===== src/rtl/uart_pkg.sv =====
// uart_pkg: shared UART state encoding, oversampling factor and parity helper
package uart_pkg;
    localparam int OVERSAMPLE = 16;
    typedef enum logic [2:0] {
        IDLE   = 3'd0,
        START  = 3'd1,
        DATA   = 3'd2,
        PARITY = 3'd3,
        STOP   = 3'd4
    } state_t;
    function automatic logic parity_bit(input logic [7:0] d, input int dbit, input logic odd);
        logic p;
        p = odd;
        for (int i = 0; i < 8; i++)
            if (i < dbit) p ^= d[i];
        return p;
    endfunction
endpackage


===== src/rtl/uart_tx.sv =====
// uart_tx: 16x-oversampled UART transmitter, LSB-first with optional parity and registered tx
module uart_tx
    import uart_pkg::*;
#(
    parameter int DBIT       = 8,
    parameter int SB_TICK    = 16,
    parameter bit PARITY_EN  = 1'b0,
    parameter bit PARITY_ODD = 1'b0
) (
    input  logic       clk,
    input  logic       reset,
    input  logic       s_tick,
    input  logic       tx_start,
    input  logic [7:0] din,
    output logic       tx_busy,
    output logic       tx_done_tick,
    output logic       tx
);
    state_t state, state_next;
    logic [4:0] s, s_next;
    logic [2:0] n, n_next;
    logic [DBIT-1:0] b, b_next;
    logic par, par_next, tx_next, bit_end;
    always_ff @(posedge clk) begin
        if (reset) begin
            state <= IDLE;
            s     <= '0;
            n     <= '0;
            b     <= '0;
            par   <= 1'b0;
            tx    <= 1'b1;
        end else begin
            state <= state_next;
            s     <= s_next;
            n     <= n_next;
            b     <= b_next;
            par   <= par_next;
            tx    <= tx_next;
        end
    end
    assign tx_busy = state != IDLE;
    always_comb begin
        state_next   = state;
        s_next       = s;
        n_next       = n;
        b_next       = b;
        par_next     = par;
        tx_done_tick = 1'b0;
        bit_end      = s_tick && s == 5'(OVERSAMPLE - 1);
        unique case (state)
            IDLE:
                if (tx_start) begin
                    state_next = START;
                    s_next     = '0;
                    b_next     = din[DBIT-1:0];
                    par_next   = parity_bit(din, DBIT, PARITY_ODD);
                end
            START:
                if (bit_end) begin
                    state_next = DATA;
                    s_next     = '0;
                    n_next     = '0;
                end else if (s_tick) s_next = s + 5'd1;
            DATA:
                if (bit_end) begin
                    s_next = '0;
                    b_next = b >> 1;
                    if (n == 3'(DBIT - 1)) state_next = PARITY_EN ? PARITY : STOP;
                    else n_next = n + 3'd1;
                end else if (s_tick) s_next = s + 5'd1;
            PARITY:
                if (bit_end) begin
                    state_next = STOP;
                    s_next     = '0;
                end else if (s_tick) s_next = s + 5'd1;
            STOP:
                if (s_tick && s == 5'(SB_TICK - 1)) begin
                    state_next   = IDLE;
                    tx_done_tick = !reset;
                end else if (s_tick) s_next = s + 5'd1;
            default: state_next = IDLE;
        endcase
        // tx is registered from the next-state view so it changes on the same edge as the state
        tx_next = (state_next == START) ? 1'b0 :
                  (state_next == DATA)  ? b_next[0] :
                  (state_next == PARITY) ? par_next : 1'b1;
    end
endmodule


===== config.mk =====
export PLATFORM = sky130hd
export DESIGN_NAME = uart_tx
export DESIGN_NICKNAME = d
export VERILOG_FILES = /design/src/rtl/uart_pkg.sv /design/src/rtl/uart_tx.sv
export SDC_FILE = /design/constraint.sdc
export NUM_CORES = 1
export LEC_CHECK = 0
export ABC_AREA = 1
export CORE_UTILIZATION = 49
export CTS_CLUSTER_DIAMETER = 50
export DETAILED_ROUTE_END_ITERATION = 12
export PLACE_DENSITY_LB_ADDON = 0.1
export SLEW_MARGIN = 0
export SYNTH_ARGS = -nofsm -noshare
export SYNTH_HDL_FRONTEND = slang
export SYNTH_SLANG_ARGS = --single-unit

===== constraint.sdc =====
create_clock -name clk -period 3.3 [get_ports clk]
set_clock_uncertainty 0.1 [all_clocks]
set_input_delay 0.495 -clock clk [delete_from_list [all_inputs] [get_ports clk]]
set_output_delay 0.495 -clock clk [all_outputs]
set_load 0.01 [all_outputs]

[Word-level counts from Yosys, hierarchy flattened]
Index checks and enable logic that the tools add are counted.
Cells by class
  eq/ne operators: 14
  bitwise logic cells: 7
  multiplexer cells: 40
  $add $sub $neg: 2
  reductions and logical operators: 11
Operators with widths (count)
  3-bit two-way mux: 9
  1-bit two-way mux: 21
  5-bit two-way mux: 4
  8-bit two-way mux: 2
  8-bit case mux with 2 select lines: 1
  3-bit case mux with 5 select lines: 1
  5-bit case mux with 3 select lines: 1
  3-bit by 2-bit == test with 1-bit output, second input constant: 4
  2-bit inequality test, second input constant: 5
  1-bit bitwise XOR: 7
  3-bit by 1-bit == test with 1-bit output, second input constant: 2
  3-bit == test, second input constant: 2
  3-bit case mux with 2 select lines: 1
  3-bit AND reduction: 2
  3-bit nonzero test: 2
  5-bit by 1-bit adder with 5-bit output, second input constant: 1
  5-bit by 4-bit == test with 1-bit output, second input constant: 1
  4-bit AND reduction: 1
  2-bit nonzero test: 2
  3-bit by 1-bit adder with 3-bit output, second input constant: 1
  3-bit logical NOT: 1
  3-bit OR reduction: 1
  1-bit logical AND: 1
  1-bit logical NOT: 1
Storage, ports and cells
  output and inout port bits: 3
  logic and storage cells: 81
  bits in registers: 21
  input port bits: 12

[Longest topological paths before layout]
Gate-level depths: netlist of the first run.
  depth after elaboration: 26
  depth in mapped cells: 12
  mapped depth without buffers: 12

[Worst setup path after synthesis of the first run]
No wires, ideal clock.
  kind: register to output
  from: reg s[0]
  to: out tx_done_tick
  arrival time: 1.200 ns
  buffers on the path: 0
  cell stages (with the launch flop): 7
  required time: 2.705 ns
  path slack: 1.505 ns
  cell sequence: dfxtp_1 ha_1 nand2_1 nor2_1 ha_1 nand2_2 nor3_1
Between the ends
  word-level cells in the longest chain between the ends: 4
Ends and longest elaborated chain
  start, declared: RTL line uart_tx.sv:20  | logic [4:0] s, s_next;
  start signal, assigned: RTL line uart_tx.sv:34  | s <= s_next;
  5-bit by 4-bit == test with 1-bit output: RTL line uart_tx.sv:77  | if (s_tick && s == 5'(SB_TICK - 1)) begin
  1-bit logical AND: RTL line uart_tx.sv:77
  1-bit two-way mux: RTL line uart_tx.sv:77
  1-bit two-way mux: RTL line uart_tx.sv:50  | unique case (state)
  end, declared: RTL line uart_tx.sv:16  | output logic tx_done_tick,
Every way passes these cells.

[Final worst setup path of the first run]
  from: reg s[1]
  to: out tx_done_tick
Same word-level chain as after synthesis.

==> flow_summary.toml, run 1 <==
[clocking]
cts_resized = 0
cts_made_buffers = 3
clock_latency_ns = 0.31
cts.path.max_buffers = 2
cts_tree = "done"
cts_setup_buffers = 0
htreeDepth = 1
root_buffer = "clkbuf_4"
clk_pin_slew_ns = 0.13
hold_buffers = 0
cts.sinks = 21

[yosys]
synth_top_area_cell = "dfxtp_1"
yosys.area.top_type_share = 0.368
yosys_warnings = 0
yosysSeqAreaShare = 0.368
syn_area_um2 = 1140
ys_top_cells_by_area = "dfxtp_1 (37%), nand2_1 (14%), inv_1 (5.9%)"
synth_seq_cells = 21
syn_inst = 159
syn_area_per_cell_um2 = 7.18
synth_fp_nets = 175
synth_cell_types = 27

[critical_path]
max_stage_delay_ns = 0.56
critPathCaptureType = "output pin"
cp.arrival_ns = 2.13
critPathMaxFanout = 6
critical_path_class = "reg2out"
crit_chain = "ha_1, nand2_1, nor2_1, ha_1, nand2_2, nor3_1, clkdlybuf4s50_1"
cp-start-kind = "flip-flop"
critical_path_required_ns = 2.70
critPathMostFrequentCell = "ha_1"
path_buf_inv = 1
critPathTopFamily = "buffers and inverters"
cpMaxStageDelayCell = "clkdlybuf4s50_1"

[power_and_ir_drop]
ir_worst_vdd_mv = 0.263
internal_power_uw = 357
sw_frac_of_total = 0.290
power_switching_uw = 146
pwr-share-seq = 0.546
p_per_area_nw_per_um2 = 376
power_frac_comb = 0.195
p_clk_frac = 0.259
finalPower_uw = 503
p_leak_uw = 0.000614

[floorplanning]
std_cell_rows = 17
io_pins = 15
core_um2 = 2210
start_util = 0.516
die_area_um2 = 2530
die_w_um = 50.3
die_h_um = 50.3

[routing]
routed_via_density = 5.03
drt_iter0_markers = 12
drc = 0
ant_nets = 0
wl_met1_um = 1120
wl_met2_um = 1060
vias = 1026
top_layer = "met4"
met3_length_um = 77
wl_per_cell_um = 11.1
drtPass1Iterations = 4
wl_um = 2270

[placement]
dpl.hpwl_um = 1800
dp_cells = 200
io_buffers = 14
gp_congestion = 0.714

[timing]
setup_tns_ns = 0
finalHoldViolations = 0
setup_viol = 0
timing.slew.headroom = 0.790
rsz0062_at_grt = "no"
finalCritPeriodShare = 0.825
worst_pin_slew_ns = 0.314
fmax_ghz = 0.367
period_needed_ns = 2.72
maxSlewViolCount = 0

[finish]
drive_above_1_share = 0.153
areaGrowthSynthToFinish_pct = 17.1
final_nets = 193
n_antenna_cell = 0
instances_no_fill = 204

[status]
status = "complete, no violations"

[grt]
antenna_found_initial = 0
globalRoute.totalOverflow = 0
grt_pass1_wl_um = 3860
grt_usage = 0.203
grt_pass1_vias = 987
grt_max_degree = 14

[run]
max_cap_viol_count = 0

[hold_path]
hold_class = "reg2reg"
-- worst min-delay path, delay by kind of cell, from the launching register on --
kind / cells / cell delay, ns
DFF: 1 / 0.34
buffers and inverters: 1 / 0.05
AOI/OAI and AO/OA: 1 / 0.05
-- worst paths after layout --
check | from | to | cells after the start | slack [ns]
worst max-delay path | s[1]$_SDFFE_PP0P_ | tx_done_tick | 7 | 0.58
worst min-delay path | s[2]$_SDFFE_PP0P_ | s[2]$_SDFFE_PP0P_ | 2 | 0.37
worst max register to register | s[1]$_SDFFE_PP0P_ | s[4]$_SDFFE_PP0P_ | 11 | 1.31
worst min register to register | s[2]$_SDFFE_PP0P_ | s[2]$_SDFFE_PP0P_ | 2 | 0.37
-- synthesized netlist by cell type (all sizes together) --
library cell  number
nor2              16
a21oi             12
nor3               4
nand3              8
clkbuf             1
or2                1
o21ai             10
a211oi             1
o22ai              1
o211a              1
o211ai             1
a31oi              2
nand2             45
dfxtp             21
inv               24
a22oi              4
buf                1
xnor2              1
nand3b             1
ha                 4
-- final cells by class --
class | instances | area (um^2)
Tap cell | 28 | 35.0
Timing Repair Buffer | 15 | 148
Inverter | 24 | 90.1
Clock buffer | 3 | 22.5
Sequential cell | 21 | 420
Clock inverter | 1 | 5.00
Multi-Input combinational cell | 112 | 616
Fill cell | 212 | 876
-- power by group through the flow --
stage	combinational, uW	clock (uW)	sequential [uW]
global route	109	141	276
detailed placement	98.7	0	280
global placement	96.4	0	280
CTS	98.9	134	274
floorplan	66.8	0	280
finish	98.3	130	274
-- logic make-up (layout without fill, tap and decap cells) --
kind of cell | count (synthesis) | after routing | synth area share
buf+inv | 26 | 43 | 0.0921
xor+xnor | 1 | 1 | 0.00768
compound gates | 32 | 32 | 0.177
fa+ha+maj | 4 | 4 | 0.0439
simple gates | 75 | 75 | 0.311
flops | 21 | 21 | 0.368
-- layer usage --
metal	global-route usage	vias to the layer above
li1	-	549
met2	0.362	20
met3	0.0364	2
met1	0.234	455
met5	0	-
met4	0.0857	0
-- layout by cell type, fill, tap and decap left out, drive strengths merged --
cell and instances:
or2 1, ha 4, clkbuf 3, nand3b 1, a21oi 12, nand3 8
a211oi 1, a31oi 2, inv 24, o211ai 1, nor3 4, dfxtp 21
a22oi 4, o22ai 1, o21ai 10, o211a 1, nand2 45, clkinv 1
clkdlybuf4s50 14, nor2 16, buf 1, xnor2 1
-- sequential cells by signal, summed over array words and instances (netlist names) --
signal  cells
b           8
s           5
n           3
state       3
par         1
tx          1
-- metrics by stage --
| stage | cell area, um^2 | hold slack [ns] | utilization | setup WS, ns |
|---|---|---|---|---|
| finish | 1340 | 0.367 | 0.604 | 0.578 |
| global route | 1340 | 0.401 | 0.604 | 0.452 |
| CTS | 1340 | 0.373 | 0.604 | 0.558 |
| detailed placement | 1310 | 0.355 | 0.592 | 0.795 |
| global placement | 1310 | 0.349 | 0.592 | 0.826 |
| floorplan | 1140 | 0.336 | - | 1.51 |
(Power assumes the default switching activity.)
==> run 2: changes to the inputs <==
==> constraint.sdc (replaced) <==
create_clock -name clk -period 2.7 [get_ports clk]
set_clock_uncertainty 0.1 [all_clocks]
set_input_delay 0.405 -clock clk [delete_from_list [all_inputs] [get_ports clk]]
set_output_delay 0.405 -clock clk [all_outputs]
set_load 0.01 [all_outputs]
==> flow_summary.toml, run 2 (synthesized netlist as in run 1, its figures left out) <==
[status]
status = "complete, no violations"

[floorplanning]
std_cell_rows = 17
die_w_um = 50.3
die_area_um2 = 2530
start_util = 0.516
io_pins = 15
die_h_um = 50.3
core_um2 = 2210

[routing]
top_layer = "met4"
ant_nets = 0
wl_per_cell_um = 10.4
met3_length_um = 62
drt_iter0_markers = 21
wl_met1_um = 1100
wl_met2_um = 945
drc = 0
drtPass1Iterations = 4
vias = 1014
wl_um = 2120
routed_via_density = 4.97

[power_and_ir_drop]
p_per_area_nw_per_um2 = 452
p_leak_uw = 0.000630
ir_worst_vdd_mv = 0.259

[clocking]
root_buffer = "clkbuf_4"
cts_tree = "done"
clock_latency_ns = 0.30
clk_pin_slew_ns = 0.11
htreeDepth = 1
cts.path.max_buffers = 2
cts.sinks = 21
cts_made_buffers = 3
hold_buffers = 0

[finish]
largest_register_ffs = 8
final_cell_mix = "nand2_1 (42), dfxtp_1 (21), inv_1 (18)"
finish.utilization = 0.605
top_regs = "b (8), s (5)"
layout_commonest_cell = "nand2_1"
n_antenna_cell = 0
drive_above_1_share = 0.148
final_nets = 193
top_register = "b"
areaGrowthSynthToFinish_pct = 17.2

[timing]
rsz0062_at_grt = "no"
period_needed_ns = 2.19
whs_ns = 0.366
setup_viol = 0
maxSlewViolCount = 0
timing.slew.headroom = 0.791
worst_pin_slew_ns = 0.313
finalCritPeriodShare = 0.810
finalHoldViolations = 0
fmax_ghz = 0.458
setup_tns_ns = 0

[critical_path]
cpMaxStageDelayCell = "dfxtp_1"
max_stage_delay_ns = 0.38
r2r-end = "tx$_SDFF_PP1_"
critical_path_required_ns = 2.19
critPathMaxFanout = 6
critPathCaptureType = "output pin"
critPathMostFrequentCell = "ha_1"
cp-start-kind = "flip-flop"
rr_worst_depth = 11
r2r_slack_ns = 0.78
worstReg2RegStart = "s[0]$_SDFFE_PP0P_"
critical_path_class = "reg2out"
crit_chain = "ha_1, nand2_1, nor2_1, ha_1, nand2_2, nor3_1, dlymetal6s2s_1"
cp.arrival_ns = 1.68
path_buf_inv = 1
critPathLaunch = "s[0]$_SDFFE_PP0P_"
critPathTopFamily = "simple AND/OR/NAND/NOR gates"

[grt]
grt_usage = 0.190
globalRoute.totalOverflow = 0
antenna_found_initial = 0
grt_pass1_vias = 904
grt_max_degree = 13
grt_pass1_wl_um = 3680

[hold_path]
min-delay-start = "s[3]$_SDFFE_PP0P_"
hold_class = "reg2reg"
holdPathEnd = "s[3]$_SDFFE_PP0P_"
hold_depth = 2

[placement]
io_buffers = 14
dpl.hpwl_um = 1650
gp_congestion = 0.782

[run]
max_cap_viol_count = 0
[run 2: per-stage QoR]
step	area, um^2	power [uW]	instances	setup slack (ns)
2_1_floorplan	1140	423	159	0.995
3_3_place_gp	1310	459	200	0.417
3_5_place_dp	1310	462	200	0.391
4_1_cts	1340	615	204	0.105
5_1_grt	1340	638	204	0.329
6_report	1340	604	204	0.514
[run 2: area by class of cell]
| type | count | area (um^2) |
|---|---|---|
| clock buffer | 4 | 26.3 |
| fill | 204 | 875 |
| inverter | 24 | 90.1 |
| multi-input combinational | 112 | 616 |
| sequential | 21 | 420 |
| tap | 28 | 35.0 |
| timing repair buffer | 15 | 150 |
[run 2: per-layer routing]
layer  GRT usage  vias up
met3      0.0303        2
met5           0        -
met4      0.0714        0
met2       0.318       15
li1            -      551
met1       0.243      446
[run 2: what timing repair did]
action                     in CTS  in global routing
setup buffers                   0                  0
setup endpoints to repair       0                  1
hold endpoints to repair        0                  0
gates resized for setup         0                  1
[run 2: worst max-delay path by stage]
stage	endpoint	slack, ns	cells past startpoint
after floorplan	tx_done_tick	1.0	6
after CTS	tx_done_tick	0.11	7
after detailed placement	tx_done_tick	0.39	4
after global routing	tx_done_tick	0.33	7
final	tx_done_tick	0.51	7
after global placement	tx_done_tick	0.42	4
[run 2: worst register-to-register path, stage by stage (launching register included)]
cell and delay (ns):
dfxtp_1 0.38, ha_1 0.17, nand2_1 0.07, nor2_1 0.11
ha_1 0.17, nand2_2 0.12, nor2_4 0.28, nor2_4 0.11
nand2_2 0.08, nand3_2 0.08, o22ai_2 0.10, nand2_1 0.07
[run 2: where the power goes]
group | internal, uW | switching (uW) | leakage (uW) | total, uW
Clock | 57.5 | 92.9 | 0.0000150 | 150
Combinational | 54.2 | 64.5 | 0.000444 | 119
Sequential | 327 | 8.86 | 0.000171 | 335
Total | 438 | 166 | 0.000630 | 604
==> run 3: changes to the inputs <==
==> constraint.sdc (replaced) <==
create_clock -name clk -period 2.3 [get_ports clk]
set_clock_uncertainty 0.1 [all_clocks]
set_input_delay 0.345 -clock clk [delete_from_list [all_inputs] [get_ports clk]]
set_output_delay 0.345 -clock clk [all_outputs]
set_load 0.01 [all_outputs]
==> flow_summary.toml, run 3 (synthesized netlist as in run 1, its figures left out) <==
[status]
status = "complete, no violations"

[placement]
gp_congestion = 0.776
io_buffers = 14
dpl.hpwl_um = 1700

[routing]
ant_nets = 0
drc = 0
wl_um = 2200
routed_via_density = 4.99
drtPass1Iterations = 4
drt_iter0_markers = 20
vias = 1022
wl_per_cell_um = 10.8

[finish]
largest_register_ffs = 8
multi_input_area_um2 = 621
final_cell_mix = "nand2_1 (42), dfxtp_1 (21), inv_1 (18)"
n_antenna_cell = 0
areaGrowthSynthToFinish_pct = 18.1
top_regs = "b (8), s (5)"
fillCellCount = 221
drive_above_1_share = 0.158
final_nets = 194
top_register = "b"
layout_commonest_cell = "nand2_1"
seq_area_um2 = 420

[floorplanning]
die_h_um = 50.3
die_w_um = 50.3
start_util = 0.516
std_cell_rows = 17
die_area_um2 = 2530
io_pins = 15
core_um2 = 2210

[critical_path]
critical_path_class = "reg2out"
max_stage_delay_ns = 0.38
cpMaxStageDelayCell = "dfxtp_1"
critical_path_required_ns = 1.86
cp.arrival_ns = 1.66
critPathCaptureType = "output pin"
crit_chain = "ha_1, nand2_1, nor2_1, ha_1, nand2_2, nor3_2, clkdlybuf4s15_1"
cp-start-kind = "flip-flop"
critPathMaxFanout = 3
critPathMostFrequentCell = "ha_1"

[timing]
timing.slew.headroom = 0.794
maxSlewViolCount = 0
fmax_ghz = 0.475
whs_ns = 0.375
finalCritPeriodShare = 0.916
setup_viol = 0
period_needed_ns = 2.11
finalHoldViolations = 0
setup_tns_ns = 0
worst_pin_slew_ns = 0.308
rsz0062_at_grt = "no"

[clocking]
cts_made_buffers = 3
clk_pin_slew_ns = 0.11
cts.sinks = 21
cts_tree = "done"
cts_setup_buffers = 0
cts.path.max_buffers = 2
clock_latency_ns = 0.30
htreeDepth = 1
root_buffer = "clkbuf_4"

[grt]
grt_pass1_vias = 951
grt_usage = 0.207
grt_max_degree = 13
antenna_found_initial = 0
grt_pass1_wl_um = 3900
globalRoute.totalOverflow = 0

[power_and_ir_drop]
p_leak_uw = 0.000617
ir_worst_vdd_mv = 0.364
p_per_area_nw_per_um2 = 528

[hold_path]
hold_class = "reg2reg"

[run]
max_cap_viol_count = 0
-- run 3: changes by cell type in the layout (fill, tap and decap cells not counted), sizes merged --
cell and delta:
clkdlybuf4s15 +1, dlymetal6s2s -1, buf +1
-- run 3: per-layer routing --
| metal | track usage | part of all wire | vias to the layer above |
|---|---|---|---|
| met3 | 0.0364 | 0.025 | 4 |
| met4 | 0.114 | 0.023 | 0 |
| met5 | 0 | 0 | - |
| li1 | - | - | 554 |
| met1 | 0.267 | 0.50 | 453 |
| met2 | 0.322 | 0.45 | 11 |
-- run 3: final timing paths --
kind                                         from                end  slack, ns  cells after the start
worst max register to register  s[0]$_SDFFE_PP0P_      tx$_SDFF_PP1_       0.30                     12
worst min-delay path            b[6]$_SDFFE_PP0P_  b[6]$_SDFFE_PP0P_       0.38                      2
worst max-delay path            s[0]$_SDFFE_PP0P_       tx_done_tick       0.19                      7
worst min register to register  b[6]$_SDFFE_PP0P_  b[6]$_SDFFE_PP0P_       0.38                      2
-- run 3: through the flow --
step	instance area (um^2)	utilization	total power, uW	std cells	setup WS [ns]
finish	1350	0.609	711	205	0.194
floorplan	1140	-	497	159	0.606
detailed placement	1320	0.595	543	201	0.186
global placement	1320	0.595	539	201	0.219
CTS	1340	0.606	721	205	0.113
global route	1350	0.609	757	205	0.0730
-- run 3: critical path: cells and delay by family, from the launching register on --
family,cells,cell delay [ns]
flops,1,0.38
buf+inv,1,0.25
fa+ha+maj,2,0.35
simple gates,4,0.38
-- run 3: repair_timing --
item / in CTS / in global routing
endpoints found under the setup margin: 1 / 1
gates cloned: 0 / 0
hold buffers: 0 / 0
gates resized for setup: 1 / 2
-- run 3: power by group --
group | switching, uW | internal, uW | leakage [uW]
registers | 10.7 | 383 | 0.000171
clock network | 110 | 67.7 | 0.0000150
logic | 76.3 | 63.7 | 0.000431
-- run 3: cell type report --
cell class              instances  area share
repair buffers                 16       0.115
multi-input cells             112       0.461
inverters                      24      0.0669
well taps                      28      0.0260
flip-flops and latches         21       0.312
clock buffers                   4      0.0195
